--- config.mk ---
export PLATFORM = sky130hd
export DESIGN_NAME = usart_tx
export DESIGN_NICKNAME = d
export VERILOG_FILES = /design/src/rtl/usart_pkg.sv /design/src/rtl/usart_baud_gen.sv /design/src/rtl/usart_tx.sv
export SDC_FILE = /design/constraint.sdc
export NUM_CORES = 1
export LEC_CHECK = 0
export BUFFER_PORTS_ARGS = -buffer_cell sky130_fd_sc_hd__buf_2
export CORE_AREA = 2 2 76 78
export DETAILED_ROUTE_END_ITERATION = 16
export DIE_AREA = 0 0 78 80
export PLACE_DENSITY_LB_ADDON = 0.05
export SLEW_MARGIN = 20
export SYNTH_ARGS = -nofsm -noshare
export SYNTH_HDL_FRONTEND = slang
export SYNTH_SLANG_ARGS = --single-unit
--- constraint.sdc ---
create_clock -name i_fosk -period 4.8 [get_ports i_fosk]
set_input_delay 0.24 -clock i_fosk [delete_from_list [all_inputs] [get_ports i_fosk]]
set_output_delay 0.24 -clock i_fosk [all_outputs]
set_load 0.02 [all_outputs]
--- src/rtl/usart_pkg.sv ---
// usart_pkg: shared FSM states, frame-format encodings and oversample constants for the USART transmitter
package usart_pkg;

  typedef enum logic [2:0] {
    ST_IDLE,
    ST_START,
    ST_DATA,
    ST_PARITY,
    ST_STOP1,
    ST_STOP2
  } tx_state_t;

  localparam logic [2:0] UCSZ_5 = 3'b000;
  localparam logic [2:0] UCSZ_6 = 3'b001;
  localparam logic [2:0] UCSZ_7 = 3'b010;
  localparam logic [2:0] UCSZ_8 = 3'b011;
  localparam logic [2:0] UCSZ_9 = 3'b111;

  localparam logic [1:0] UPM_NONE = 2'b00;
  localparam logic [1:0] UPM_EVEN = 2'b10;
  localparam logic [1:0] UPM_ODD  = 2'b11;

  localparam int OS_NORM = 16;
  localparam int OS_2X   = 8;

  // reserved size codes fall back to 8 data bits
  function automatic logic [3:0] data_bits(input logic [2:0] ucsz);
    return ucsz == UCSZ_5 ? 4'd5 :
           ucsz == UCSZ_6 ? 4'd6 :
           ucsz == UCSZ_7 ? 4'd7 :
           ucsz == UCSZ_9 ? 4'd9 : 4'd8;
  endfunction

endpackage

--- src/rtl/usart_baud_gen.sv ---
// usart_baud_gen: prescaler plus oversample counter producing one bit tick per (ubrr+1)*16 or *8 clocks
module usart_baud_gen
  import usart_pkg::*;
(
  input  logic        i_fosk,
  input  logic        i_rst_n,
  input  logic [11:0] i_ubrr,
  input  logic        i_u2x,
  input  logic        i_we_ubrrl,
  output logic        o_tick
);

  logic [11:0] presc;
  logic [3:0]  osc;
  logic [3:0]  os_max;

  assign os_max = i_u2x ? 4'(OS_2X - 1) : 4'(OS_NORM - 1);
  // >= keeps the counter wrapping cleanly if u2x is switched mid-count
  assign o_tick = !i_we_ubrrl && presc == '0 && osc >= os_max;

  always_ff @(posedge i_fosk or negedge i_rst_n) begin
    if (!i_rst_n) begin
      presc <= '0;
      osc   <= '0;
    end else if (i_we_ubrrl) begin
      presc <= i_ubrr;
      osc   <= '0;
    end else if (presc == '0) begin
      presc <= i_ubrr;
      osc   <= osc >= os_max ? '0 : osc + 4'd1;
    end else begin
      presc <= presc - 12'd1;
    end
  end

endmodule

--- src/rtl/usart_tx.sv ---
// usart_tx: USART transmitter (5-9 data bits, 1-2 stops); parity bit only when USART_TX_PARITY_EN is defined
module usart_tx
  import usart_pkg::*;
(
  input  logic        i_fosk,
  input  logic        i_rst_n,
  input  logic [11:0] i_ubrr,
  input  logic        i_u2x,
  input  logic        i_we_ubrrl,
  input  logic        i_txen,
  input  logic [2:0]  i_ucsz,
  input  logic        i_usbs,
  input  logic [1:0]  i_upm,
  input  logic        i_we_udr_tr,
  input  logic [7:0]  i_udr_tr,
  input  logic        i_tx8,
  output logic        o_txd,
  output logic        o_udre,
  output logic        o_txc
);

  tx_state_t  state;
  logic       pending, tick, last_stop, go, shift, data_last, usbs_r;
  logic       to_parity, par_bit;
  logic [8:0] sh;
  logic [3:0] nbits, cnt;

  usart_baud_gen u_baud (
    .i_fosk     (i_fosk),
    .i_rst_n    (i_rst_n),
    .i_ubrr     (i_ubrr),
    .i_u2x      (i_u2x),
    .i_we_ubrrl (i_we_ubrrl),
    .o_tick     (tick)
  );

  assign o_udre    = ~pending;
  assign last_stop = (state == ST_STOP1 && !usbs_r) || state == ST_STOP2;
  assign go        = tick && pending && i_txen && (state == ST_IDLE || last_stop);
  assign data_last = state == ST_DATA && cnt == nbits - 4'd1;
  assign shift     = tick && !go && (state == ST_START || (state == ST_DATA && !data_last));

`ifdef USART_TX_PARITY_EN
  logic par_en, par;
  assign to_parity = par_en;
  assign par_bit   = par;
  // parity accumulates over exactly the bits put on the line
  always_ff @(posedge i_fosk or negedge i_rst_n) begin
    if (!i_rst_n) begin
      par_en <= 1'b0;
      par    <= 1'b0;
    end else if (go) begin
      par_en <= i_upm[1];
      par    <= i_upm == UPM_ODD;
    end else if (shift) begin
      par    <= par ^ sh[0];
    end
  end
`else
  logic unused_upm;
  assign unused_upm = ^i_upm;
  assign to_parity  = 1'b0;
  assign par_bit    = 1'b1;
`endif

  always_ff @(posedge i_fosk or negedge i_rst_n) begin
    if (!i_rst_n) begin
      state   <= ST_IDLE;
      o_txd   <= 1'b1;
      o_txc   <= 1'b0;
      pending <= 1'b0;
      sh      <= '0;
      nbits   <= 4'd8;
      cnt     <= '0;
      usbs_r  <= 1'b0;
    end else begin
      if (go) begin
        state   <= ST_START;
        o_txd   <= 1'b0;
        sh      <= {i_tx8, i_udr_tr};
        nbits   <= data_bits(i_ucsz);
        cnt     <= '0;
        usbs_r  <= i_usbs;
        pending <= 1'b0;
      end else if (shift) begin
        state   <= ST_DATA;
        o_txd   <= sh[0];
        sh      <= sh >> 1;
        cnt     <= state == ST_START ? 4'd0 : cnt + 4'd1;
      end else if (tick) begin
        case (state)
          ST_DATA: begin
            state <= to_parity ? ST_PARITY : ST_STOP1;
            o_txd <= to_parity ? par_bit : 1'b1;
          end
          ST_PARITY: begin
            state <= ST_STOP1;
            o_txd <= 1'b1;
          end
          ST_STOP1, ST_STOP2: begin
            state <= usbs_r && state == ST_STOP1 ? ST_STOP2 : ST_IDLE;
            o_txd <= 1'b1;
            o_txc <= usbs_r && state == ST_STOP1 ? o_txc : ~pending;
          end
          default: ;
        endcase
      end
      // a new write wins over the load/complete updates above
      if (i_we_udr_tr) begin
        pending <= 1'b1;
        o_txc   <= 1'b0;
      end
    end
  end

endmodule

==> impl_metrics.yaml <==
run_status:
  status: "complete, no violations"
synth:
  syn_area_mm2: 0.00219
  post_synth_top_area_share: 0.434
  synth_area_leaders: "sky130_fd_sc_hd__dfrtp_1 (43%), sky130_fd_sc_hd__xnor2_1 (4.4%), sky130_fd_sc_hd__a21oi_1 (4.1%), sky130_fd_sc_hd__nand2_1 (3.8%), sky130_fd_sc_hd__o21ai_0 (3.7%)"
  postSynthCellCount: 230
  ys_types: 44
  synth_top_flop_cell: "sky130_fd_sc_hd__dfrtp_1"
  yosysWarnings: 0
  synth.largest_area_cell: "sky130_fd_sc_hd__dfrtp_1"
  synth_enable_flop_cells: 0
  post_synth_arst_share: 1.00
  synthesis.area_per_instance_um2: 9.54
  synth_nets: 269
  synth_seq_cells: 40
  yosysSeqAreaShare: 0.458
timing:
  fin_crit_ps: 2700
  relSlewSlack: 0.390
  unrepaired_setup_endpoints_after_global_routing: "false"
  setup-tns-final_ps: 0
  setup_violations: 0
  tcrit_tclk_final: 0.562
  hold_viol_final: 0
  fmax_mhz: 370
  timing_max_transition_violations_final: 0
  timing.clock.skew_ps: 8.35
  worst-slew-pin-transition_ps: 915
route:
  drt_pre_antenna_iters: 4
  num_vias: 1780
  antenna_left: 0
  routed_wire_length_mm: 4.58
  drt-initial-drc-count: 174
  vias_per_cell: 5.31
  post-route-drc-count: 0
  detail_route.wl_per_cell_um: 13.7
floorplan:
  initial_utilization: 0.406
  placeable_core_region_mm2: 0.00541
  floorplan.die_area_mm2: 0.00624
  ioPinCount: 36
  total_number_of_placement_rows: 27
  die_w_um: 78
  die_y_um: 80
setup_path:
  critical_path_arrival_ps: 2880
  worstPathRequired_ps: 4980
  cp-end-kind: "flop"
  crit_fanout: 12
  timing.setup.critical_path_class: "reg2reg"
  critPathLaunchType: "flop"
placed_design:
  number_of_i_o_port_buffers: 33
  routabilityCongestion: 0.789
  place_inst: 327
  dpl.hpwl_mm: 3.17
power_and_ir_drop:
  p_leak_nw: 1.17
  power_density_mw_per_mm2: 261
  ir_worst_vdd_v: 0.000166
clocking:
  ctsHoldBuffers: 0
  buffers_inserted_during_post_cts_setup_optimization: 0
  cts_inserted_buffers: 5
  clk-insertion-delay-late_ps: 300
  clkTransAtPathRegs_ps: 80
  clock_tree.buffer_depth: 2
  htreeDepth: 2
  cts_tree: "built"
  cts-resized-gates: 0
  clock_sink_count: 40
  root_buffer: "sky130_fd_sc_hd__clkbuf_8"
global_routing:
  grt_max_degree: 41
  vias_in_the_first_global_route: 1699
  gr-usage-all-layers: 0.160
  first_pass_grt_wire_length_mm: 7.84
  antenna_found_initial: 0
  overflow: 0
finish:
  layout.nets: 301
  multi_input_comb_area_mm2: 0.00111
  layout-area-overhead-vs-synth_pct: 14.4
  post_route_cells_drive_above_1_share: 0.202
  register_area_mm2: 0.00100
  layout.filler_cells: 537
  post_layout_nonfiller_instances: 335
  num_antenna_cells: 0
run:
  max_cap_viol_count: 0
min_path:
  hold_class: "in2async"
==> metrics by stage <==
step / cell area [µm²] / power (W) / setup WS (ps) / util / hold slack (ps)
global placement: 2410 / 0.000428 / 1920 / 0.446 / 431
CTS: 2500 / 0.000663 / 1810 / 0.463 / 112
global route: 2510 / 0.000687 / 1910 / 0.464 / 124
finish: 2510 / 0.000655 / 2100 / 0.464 / 67.0
detailed placement: 2410 / 0.000428 / 1850 / 0.446 / 433
floorplan: 2190 / 0.000399 / 2520 / - / -55.6
==> critical path, cell delays in order (launching register included) <==
cell	delay [ps]
sky130_fd_sc_hd__dfrtp_1	380
sky130_fd_sc_hd__inv_1	120
sky130_fd_sc_hd__ha_1	210
sky130_fd_sc_hd__nor4b_2	280
sky130_fd_sc_hd__nand4_2	190
sky130_fd_sc_hd__or2_0	390
sky130_fd_sc_hd__a311o_1	530
sky130_fd_sc_hd__a22o_2	340
sky130_fd_sc_hd__a21o_1	150
==> sequential cells by signal, indices dropped and copies added (netlist names) <==
signal        count
state             3
usbs_r            1
cnt               4
u_baud.presc     12
pending           1
nbits             4
sh                9
o_txd             1
o_txc             1
u_baud.osc        4
==> power breakdown <==
part	leakage, nW	total [W]	internal [W]	switching, W
logic	0.621	0.0000593	0.0000270	0.0000324
registers	0.503	0.000362	0.000348	0.0000140
clock network	0.0455	0.000234	0.000117	0.000116
==> per-layer routing <==
layer,GRT usage,share of wire,vias to the layer above
li1,-,-,881
met4,0.0789,0.021,0
met2,0.259,0.46,39
met5,0,0,-
met3,0.0339,0.032,10
met1,0.204,0.48,850
==> path summary, 6_finish.rpt <==
path | start | end | slack [ps] | depth (start not counted)
max in group asynchronous | i_rst_n | state[0]$_DFFE_PN0P_ | 4140 | 1
min in group i_fosk | i_we_udr_tr | o_txc$_DFFE_PN0P_ | 120 | 2
max | u_baud.presc[0]$_DFF_PN0_ | sh[1]$_DFFE_PN0P_ | 2100 | 8
min reg2reg | o_txd$_DFFE_PN1P_ | o_txd$_DFFE_PN1P_ | 460 | 2
min | i_rst_n | cnt[1]$_DFFE_PN0P_ | 70 | 1
max reg2reg | u_baud.presc[0]$_DFF_PN0_ | sh[1]$_DFFE_PN0P_ | 2100 | 8
==> cells in the mapped netlist, drive strengths merged, types with 5 or more instances <==
master	instances
dfrtp	38
nand2	22
nor2	21
a21oi	18
o21ai	16
inv	11
xnor2	11
a21o	9
nand3	9
nor3	9
a22o	8
clkbuf	6
ha	6
xor2	5
==> area by class of cell <==
cell class                      count  share of cell area
Clock buffer                        8              0.0359
Multi-Input combinational cell    170               0.443
Inverter                           11              0.0165
Timing Repair Buffer               34              0.0688
Tap cell                           72              0.0359
Sequential cell                    40               0.400
==> cell families (layout without fill, tap and decap cells) <==
logic type      count (synthesis)  count (layout)  share of synthesized area
compound gates                 66              66                      0.199
flops                          40              40                      0.458
xor+xnor                       17              17                     0.0747
fa+ha+maj                       6               6                     0.0342
buf+inv                        20              53                     0.0388
simple gates                   78              78                      0.182
mux                             3               3                     0.0143
==> placed cells by master (no fill, tap or decap), drive strengths merged, types with 8 or more instances in the layout <==
| master | n |
|---|---|
| dfrtp | 38 |
| buf | 34 |
| nand2 | 22 |
| nor2 | 21 |
| a21oi | 18 |
| o21ai | 16 |
| xnor2 | 11 |
| inv | 11 |
| nand3 | 9 |
| a21o | 9 |
| nor3 | 9 |
| a22o | 8 |
| clkbuf | 8 |
(Power assumes the default switching activity.)
